[src/rtl/uart_rx_fifo.sv]
// -----------------------------------------------------------------------------
// uart_rx_fifo
//
// Receive-side byte buffer placed directly behind the UART receiver. A small
// capture FSM watches the receiver busy line and generates one push per frame
// on the busy falling edge, sampling the receiver's parallel byte in that same
// cycle. Bytes are held in a first-word-fall-through FIFO that the host drains
// with a single-cycle read strobe. Everything runs on the receiver's 16x
// oversampling clock, so no clock-domain crossing is required.
//
// Parameters:
//   DEPTH     number of byte entries (power of two, 2..16)
//   AW        pointer width, log2(DEPTH)
//
// Ports:
//   ISCLK     in   16x oversampling clock shared with the receiver
//   IRST_N    in   asynchronous active-low reset
//   IRXDATA   in   [7:0] byte from the receiver, stable when IRX_BUSY falls
//   IRX_BUSY  in   receiver busy, start-bit detection to end of stop bit
//   IRD       in   pop strobe, one pop per cycle it is high
//   ICLR_OVR  in   clears the sticky overrun flag
//   ODATA     out  [7:0] head-of-FIFO byte, 8'h00 when empty
//   OVALID    out  FIFO not empty
//   OFULL     out  FIFO holds DEPTH bytes
//   OCOUNT    out  [AW:0] number of stored bytes
//   OOVERRUN  out  sticky flag, set when a byte was dropped on a full FIFO
// -----------------------------------------------------------------------------
module uart_rx_fifo #(
    parameter int DEPTH = 8,
    parameter int AW    = 3
) (
    input  logic          ISCLK,
    input  logic          IRST_N,
    input  logic [7:0]    IRXDATA,
    input  logic          IRX_BUSY,
    input  logic          IRD,
    input  logic          ICLR_OVR,
    output logic [7:0]    ODATA,
    output logic          OVALID,
    output logic          OFULL,
    output logic [AW:0]   OCOUNT,
    output logic          OOVERRUN
);

    typedef enum logic [0:0] {
        S_IDLE = 1'b0,
        S_BUSY = 1'b1
    } cap_state_e;

    localparam logic [AW-1:0] PTR_INC  = AW'(1);
    localparam logic [AW:0]   CNT_INC  = (AW+1)'(1);
    localparam logic [AW:0]   CNT_ZERO = (AW+1)'(0);
    localparam logic [AW:0]   CNT_FULL = (AW+1)'(DEPTH);

    cap_state_e        state_q, state_d;
    logic [AW-1:0]     wp_q, wp_d;
    logic [AW-1:0]     rp_q, rp_d;
    logic [AW:0]       count_q, count_d;
    logic              ovr_q, ovr_d;
    logic [7:0]        mem_q [DEPTH];

    logic              push_s;
    logic              pop_s;
    logic              push_acc_s;
    logic              drop_s;

    // Capture FSM next state: one push per busy pulse, issued on the cycle busy is seen low
    always_comb begin
        state_d = state_q;
        push_s  = 1'b0;
        case (state_q)
            S_IDLE: begin
                if (IRX_BUSY) begin
                    state_d = S_BUSY;
                end else begin
                    state_d = S_IDLE;
                end
            end
            S_BUSY: begin
                if (!IRX_BUSY) begin
                    push_s  = 1'b1;
                    state_d = S_IDLE;
                end else begin
                    state_d = S_BUSY;
                end
            end
            default: begin
                state_d = S_IDLE;
                push_s  = 1'b0;
            end
        endcase
    end

    // Pop/push qualification; a pop frees the slot a simultaneous push lands in
    always_comb begin
        pop_s      = IRD && (count_q != CNT_ZERO);
        push_acc_s = push_s && ((count_q != CNT_FULL) || pop_s);
        drop_s     = push_s && !push_acc_s;
    end

    // Pointer, count and overrun next-state
    always_comb begin
        wp_d    = wp_q;
        rp_d    = rp_q;
        count_d = count_q;
        ovr_d   = ovr_q;

        if (push_acc_s) begin
            wp_d = wp_q + PTR_INC;
        end else begin
            wp_d = wp_q;
        end

        if (pop_s) begin
            rp_d = rp_q + PTR_INC;
        end else begin
            rp_d = rp_q;
        end

        case ({push_acc_s, pop_s})
            2'b10:   count_d = count_q + CNT_INC;
            2'b01:   count_d = count_q - CNT_INC;
            default: count_d = count_q;
        endcase

        // A drop in the same cycle as a clear keeps the flag set
        if (drop_s) begin
            ovr_d = 1'b1;
        end else if (ICLR_OVR) begin
            ovr_d = 1'b0;
        end else begin
            ovr_d = ovr_q;
        end
    end

    // Control state registers with asynchronous reset
    always_ff @(posedge ISCLK or negedge IRST_N) begin
        if (!IRST_N) begin
            state_q <= S_IDLE;
            wp_q    <= {AW{1'b0}};
            rp_q    <= {AW{1'b0}};
            count_q <= {(AW+1){1'b0}};
            ovr_q   <= 1'b0;
        end else begin
            state_q <= state_d;
            wp_q    <= wp_d;
            rp_q    <= rp_d;
            count_q <= count_d;
            ovr_q   <= ovr_d;
        end
    end

    // Byte storage; contents intentionally survive reset since count gates visibility
    always_ff @(posedge ISCLK) begin
        if (push_acc_s) begin
            mem_q[wp_q] <= IRXDATA;
        end
    end

    // Outputs decoded from registered state only
    always_comb begin
        OVALID   = (count_q != CNT_ZERO);
        OFULL    = (count_q == CNT_FULL);
        OCOUNT   = count_q;
        OOVERRUN = ovr_q;
        if (count_q != CNT_ZERO) begin
            ODATA = mem_q[rp_q];
        end else begin
            ODATA = 8'h00;
        end
    end

endmodule

[config.mk]
export PLATFORM = sky130hd
export DESIGN_NAME = uart_rx_fifo
export DESIGN_NICKNAME = d
export VERILOG_FILES = /design/src/rtl/uart_rx_fifo.sv
export SDC_FILE = /design/constraint.sdc
export NUM_CORES = 1
export LEC_CHECK = 0
export ABC_AREA = 1
export CAP_MARGIN = 40
export CORE_MARGIN = 3
export CORE_UTILIZATION = 40
export DETAILED_ROUTE_END_ITERATION = 8
export DONT_BUFFER_PORTS = 1
export GPL_TIMING_DRIVEN = 0
export HOLD_SLACK_MARGIN = 0.15
export PLACE_DENSITY = 0.6
export SLEW_MARGIN = 25
export SYNTH_ARGS = -nofsm -noshare
export SYNTH_HDL_FRONTEND = slang
export SYNTH_SLANG_ARGS = --single-unit
[constraint.sdc]
create_clock -name ISCLK -period 2.8 [get_ports ISCLK]
set_input_delay 0.28 -clock ISCLK [delete_from_list [all_inputs] [get_ports ISCLK]]
set_output_delay 0.28 -clock ISCLK [all_outputs]
set_load 0.02 [all_outputs]
==> results.cfg, run 1 <==
[placement]
io_buffers = 0
globalplace.congestion = 0.777
dp_hpwl_mm = 4.44

[routing]
detail_route.vias_per_cell = 5.00
initialDrtViolationCount = 143
ant_nets = 0
drcViolationCount = 0
wl_per_cell_um = 16.7
vias = 2046
wl_mm = 6.84
firstDrtPassIters = 5

[critical_path]
crit_family = simple AND/OR/NAND/NOR gates
required_ps = 2520
worstSetupPathType = reg2out
arrival_ps = 1990
cp-start-kind = flop
path_cells = inv_2 -> buf_2 -> nor2_1 -> o21ai_0 -> nor2_1 -> nor2_1
path_max_fanout = 10
timing.critical_path.buf_inv = 2
slowest_stage = dfrtp_1
max_stage_delay_ps = 480
endpoint_kind = primary output
cp_common_cell = nor2_1

[floorplanning]
die_w_um = 95.5
fp.dieArea_um2 = 9110
die_y_um = 95.5
placementRows = 31
fp.coreArea_um2 = 7490
io_pins = 28
initial_core_util_pct = 42.8

[clock_tree]
cts_sinks = 76
cts_made_buffers = 9
root_buffer = clkbuf_8
post_cts.repair.setup_buffers = 0
htree_levels = 3
cts.clk_slew.worst_paths_ps = 70
clock_path_buffers = 2
worstSkewPairLatency_ps = 350
tritoncts = built

[sta]
rsz0062_at_grt = false
slew_viol_final = 0
finClkSkew_ps = 12.2
fin_setup_tns_ps = 0
max-slew-margin-rel_pct = 46.8
tightest_slew_ps = 794
fmax_mhz = 440
setup_violations = 0
post-route-min-period_ps = 2270
min_period_over_period_pct = 81.2
hold_violations = 0

[synth]
synthDistinctLibCells = 23
synth-seq-cells = 76
syn_nets = 299
synth_top_family_by_area = simple AND/OR/NAND/NOR gates
synth_top_area_cell = edfxtp_1
synth_area_leaders = edfxtp_1 (60%), dfrtp_1 (9.4%), nor2_1 (8.4%)
syn_area_um2 = 3200
ys_seq_area_share_pct = 69.4
synth_fa_ha_area_share_pct = 2.19
yosysWarnings = 0
synth_xor_area_share_pct = 1.37
synth-compound-area-share_pct = 9.77
synth_mux_area_share_pct = 0.352
syn-instance-count = 281
synth_top_area_share_pct = 60.0
syn_avg_cell_area_um2 = 11.4
synthSimpleGateAreaFrac_pct = 13.1

[global_route]
grt_overflow = 0
grt_usage_pct = 16.5
grt_max_degree = 13
grt_pass1_wl_mm = 11.0
grt_pass1_vias = 2066
antenna_found_initial = 1

[layout]
fin_nets = 323
ff_latch_area_um2 = 2220
drive_gt1_share_pct = 11.0
multi_input_area_um2 = 876
nFillCells = 660
area_growth_pct = 15.1
final_util_pct = 49.2

[power_and_ir_drop]
intPower_mw = 2.28
p_switching_mw = 1.52
swShare_pct = 39.9
peakVddDrop_mv = 0.432
power_density_nw_per_um2 = 1030
p_total_mw = 3.80
clockPowerShare_pct = 23.1
combinationalPowerShare_pct = 37.0
sequentialPowerShare_pct = 39.9
leakage_nw = 1.35

[run]
drv_cap = 0

[status]
status = complete, no violations

[worst_hold_path]
hp-class = in2reg
==> worst paths after layout <==
check	start	endpoint	slack (ps)	depth (start not counted)
setup / recovery	rp_q[0]	ODATA[6]	530	6
hold / removal	IRX_BUSY	wp_q[2]	170	3
setup reg to reg	OCOUNT[1]	mem_q[4][0]	590	6
hold reg to reg	wp_q[0]	wp_q[0]	510	2
max in group asynchronous	IRST_N	wp_q[1]	2060	1
min in group asynchronous	IRST_N	OOVERRUN	360	1
==> metrics by stage <==
step | worst slack, ps | cell area, um^2 | hold slack (ps) | instances
6_report | 527 | 3680 | 175 | 409
5_1_grt | 419 | 3680 | 186 | 409
3_3_place_gp | 264 | 3320 | -15.3 | 380
3_5_place_dp | 589 | 3340 | -15.3 | 380
2_1_floorplan | 855 | 3200 | -15.6 | 281
4_1_cts | 512 | 3680 | 164 | 408
==> power groups by stage <==
stage          combinational [mW]  sequential [mW]  clock, mW
2_1_floorplan                1.05             1.51          0
3_3_place_gp                 1.35             1.54          0
3_5_place_dp                 1.38             1.54          0
4_1_cts                      1.42             1.52      0.894
5_1_grt                      1.58             1.53      0.940
6_report                     1.40             1.52      0.879
==> flip-flops by register name, indices dropped and copies added, names as in the netlist <==
register,flops
wp_q,3
OOVERRUN,1
mem_q,64
OCOUNT,4
state_q,1
rp_q,3
==> cell type report <==
type                            instances  share of cell area (%)
Clock inverter                          5                    2.11
Timing Repair Buffer                   13                    3.53
Tap cell                               99                    3.36
Antenna cell                            1                  0.0680
Buffer                                 11                    1.60
Inverter                               17                    1.73
Multi-Input combinational cell        177                    23.8
Clock buffer                           10                    3.47
Sequential cell                        76                    60.3
==> worst register-to-register path, cell delays in order (launching register included) <==
cell	delay [ps]
dfrtp_1	550
nor2_2	100
nand3_1	130
inv_2	100
nand2_1	120
nand3_1	190
nor2_1	660
==> cell usage after synthesis, drive strengths merged <==
cell type and instances:
edfxtp 64, nor3 4, nand3b 1, nand2 18
a21oi 3, nor2 74, inv 17, fa 1
ha 4, dfrtp 12, o21ai 58, xor2 4
buf 10, xnor2 1, clkbuf 1, mux2 1
nand3 7, a21o 1
==> kinds of logic after synthesis <==
logic type / count (synthesis)
and+or+nand+nor: 104
xor gates and xnor gates: 5
AOI/OAI and AO/OA: 62
DFF: 76
muxes: 1
buffers and inverters: 28
adders and majority gates: 5
==> routing by layer <==
metal | wire length [um] | vias to the layer above | GRT usage (%) | part of all wire (%)
li1 | - | 1014 | - | -
met1 | 3030 | 981 | 22.4 | 44
met2 | 3350 | 40 | 25.5 | 49
met3 | 321 | 11 | 3.31 | 4.7
met4 | 138 | 0 | 7.82 | 2.0
met5 | 0 | - | 0 | 0
==> what timing repair did <==
action	4_1_cts	5_1_grt
hold endpoints to repair	80	0
gates resized for setup	0	0
hold buffers	13	0
==> layout by cell type, fill, tap and decap left out, types with 2 or more instances in the layout <==
master / instances
ha_1: 4
clkbuf_1: 2
dlygate4sd3_1: 13
nor2_1: 72
inv_1: 15
a21oi_1: 3
o21ai_0: 26
nor3_2: 4
xor2_1: 4
buf_2: 8
dfrtp_1: 12
inv_2: 2
nor2_2: 2
buf_4: 2
edfxtp_1: 64
nand2_2: 2
bufinv_16: 2
clkbuf_8: 9
o21ai_1: 32
nand2_1: 16
nand3_1: 7
Power figures use the tool's default switching activity.
==> run 2: changes to the inputs <==
- PLACE_DENSITY: 0.6 -> 0.62
- clock period: 2.8 -> 1.9 ns (I/O delays scaled with it)
==> run 2 against run 1 <==
The run now ends with setup timing left. Cell area grew 11%. Non-clock buffer count grew 11. Clock skew shrank 5.2 ps. Routed wire length grew 4.7%. Clock power grew 38%. First-iteration DRC count grew 45%. Die area is the same. Clock-buffer cell count is the same. Critical path depth is the same. Combinational power grew 89%. Via count grew 5.7%. Critical path type unchanged. Critical endpoint is now ODATA[3].
==> results.cfg, run 2 (same netlist as run 1, synthesis figures left out) <==
[sta]
max-slew-margin-rel_pct = 60.3
rsz0062_at_grt = true
fin_setup_tns_ps = -18.3
tightest_slew_ps = 594
fmax_mhz = 521
finClkSkew_ps = 6.99
slew_viol_final = 0
min_period_over_period_pct = 101
hold_violations = 0
fin_ws_ps = -18.3
post-route-min-period_ps = 1920
setup_violations = 1

[floorplanning]
die_y_um = 95.5
io_pins = 28
fp.dieArea_um2 = 9110
initial_core_util_pct = 42.8
fp.coreArea_um2 = 7490
placementRows = 31
die_w_um = 95.5

[clock_tree]
worstSkewPairLatency_ps = 350
tritoncts = built
htree_levels = 3
cts_made_buffers = 9
cts_sinks = 76
clock_path_buffers = 2
root_buffer = clkbuf_8
cts.clk_slew.worst_paths_ps = 80

[routing]
wl_per_cell_um = 17.0
drcViolationCount = 0
firstDrtPassIters = 7
initialDrtViolationCount = 208
ant_nets = 0
vias = 2162
wl_mm = 7.16
detail_route.vias_per_cell = 5.15

[global_route]
grt_overflow = 0
grt_max_degree = 14
grt_pass1_vias = 2075
grt_usage_pct = 16.5
antenna_found_initial = 0
grt_pass1_wl_mm = 11.0

[layout]
layout_common_cells = edfxtp_1 (64), nor2_1 (56), o21ai_1 (33)
nFillCells = 605
area_growth_pct = 27.2
final_util_pct = 54.4
fin_nets = 334
drive_gt1_share_pct = 23.7
final_cells = 420
final_common_cell = edfxtp_1
antenna_cells = 0
largest_reg_flops = 64
regMostFlops = mem_q

[power_and_ir_drop]
peakVddDrop_mv = 0.677
power_density_nw_per_um2 = 1510
p_total_mw = 6.16
leakage_nw = 1.48

[critical_path]
endpoint_kind = primary output
critPathLaunch = rp_q[0]
arrival_ps = 1730
path_max_fanout = 10
required_ps = 1710
reg2reg_to = OCOUNT[3]
reg2reg_slack_ps = 50
worstSetupPathType = reg2out
r2r-start = OCOUNT[1]
cp-start-kind = flop
reg2reg_depth = 12

[placement]
dp_hpwl_mm = 4.27
dp_slack_ps = -320
io_buffers = 0
dp.cells = 380
globalplace.congestion = 0.817

[worst_hold_path]
min-delay-start = IRD
whs_endpoint = wp_q[2]
hold_depth = 4
hp-class = in2reg

[status]
violations = setup timing
status = finished with violations

[run]
drv_cap = 0
## run 2: cell types whose count changed in the layout (fill, tap and decap cells not counted), sizes merged
cell	before	now
diode	1	0
buf	10	21
inv	17	18
clkinvlp	0	2
clkinv	3	2
bufinv	2	1
## run 2: where the power goes
part	internal (mW)	switching, mW	total [mW]
sequential	2.03	0.274	2.30
combinational	0.963	1.69	2.65
clock	0.607	0.599	1.21
total	3.60	2.56	6.16
## run 2: timing repair
action | CTS | global route
endpoints found under the hold margin | 82 | 0
gates cloned | 0 | 1
resized for setup | 36 | 31
setup endpoints to repair | 73 | 73
hold buffers | 13 | 0
pin swaps | 6 | 15
buffers inserted | 7 | 4
## run 2: per-stage QoR
stage | area, um^2 | hold WS [ps]
floorplan | 3200 | -106
global placement | 3320 | -105
detailed placement | 3340 | -105
CTS | 3880 | 162
global route | 4070 | 236
finish | 4070 | 198
## run 2: routing by layer
metal / track usage, % / routed length, um / vias up
li1: - / - / 1043
met1: 21.7 / 3070 / 1051
met2: 26.7 / 3580 / 58
met3: 3.00 / 405 / 10
met4: 7.58 / 104 / 0
met5: 0 / 0 / -
## run 2: worst max path at each step
stage | slack (ps) | cells after the start | endpoint
finish | -20 | 6 | ODATA[3]
global route | -110 | 12 | OCOUNT[3]
CTS | 8 | 7 | mem_q[4][6]
detailed placement | -320 | 6 | mem_q[4][3]
global placement | -620 | 6 | mem_q[5][3]
floorplan | -50 | 6 | mem_q[1][0]
## run 2: layout make-up
| class | count | area (um^2) | share of cell area [%] |
|---|---|---|---|
| Sequential cell | 76 | 2230 | 54.8 |
| Multi-Input combinational cell | 177 | 1020 | 25.2 |
| Timing Repair Buffer | 25 | 338 | 8.30 |
| Clock buffer | 10 | 128 | 3.13 |
| Tap cell | 99 | 124 | 3.04 |
| Buffer | 10 | 97.6 | 2.40 |
| Inverter | 17 | 66.3 | 1.63 |
| Clock inverter | 6 | 63.8 | 1.57 |
## run 2: critical path, stage by stage (launching register included)
cell and delay (ps):
dfrtp_2 490, inv_4 120, buf_6 150, nor2_1 50, o21ai_1 190, o21ai_1 110
nor2_2 270
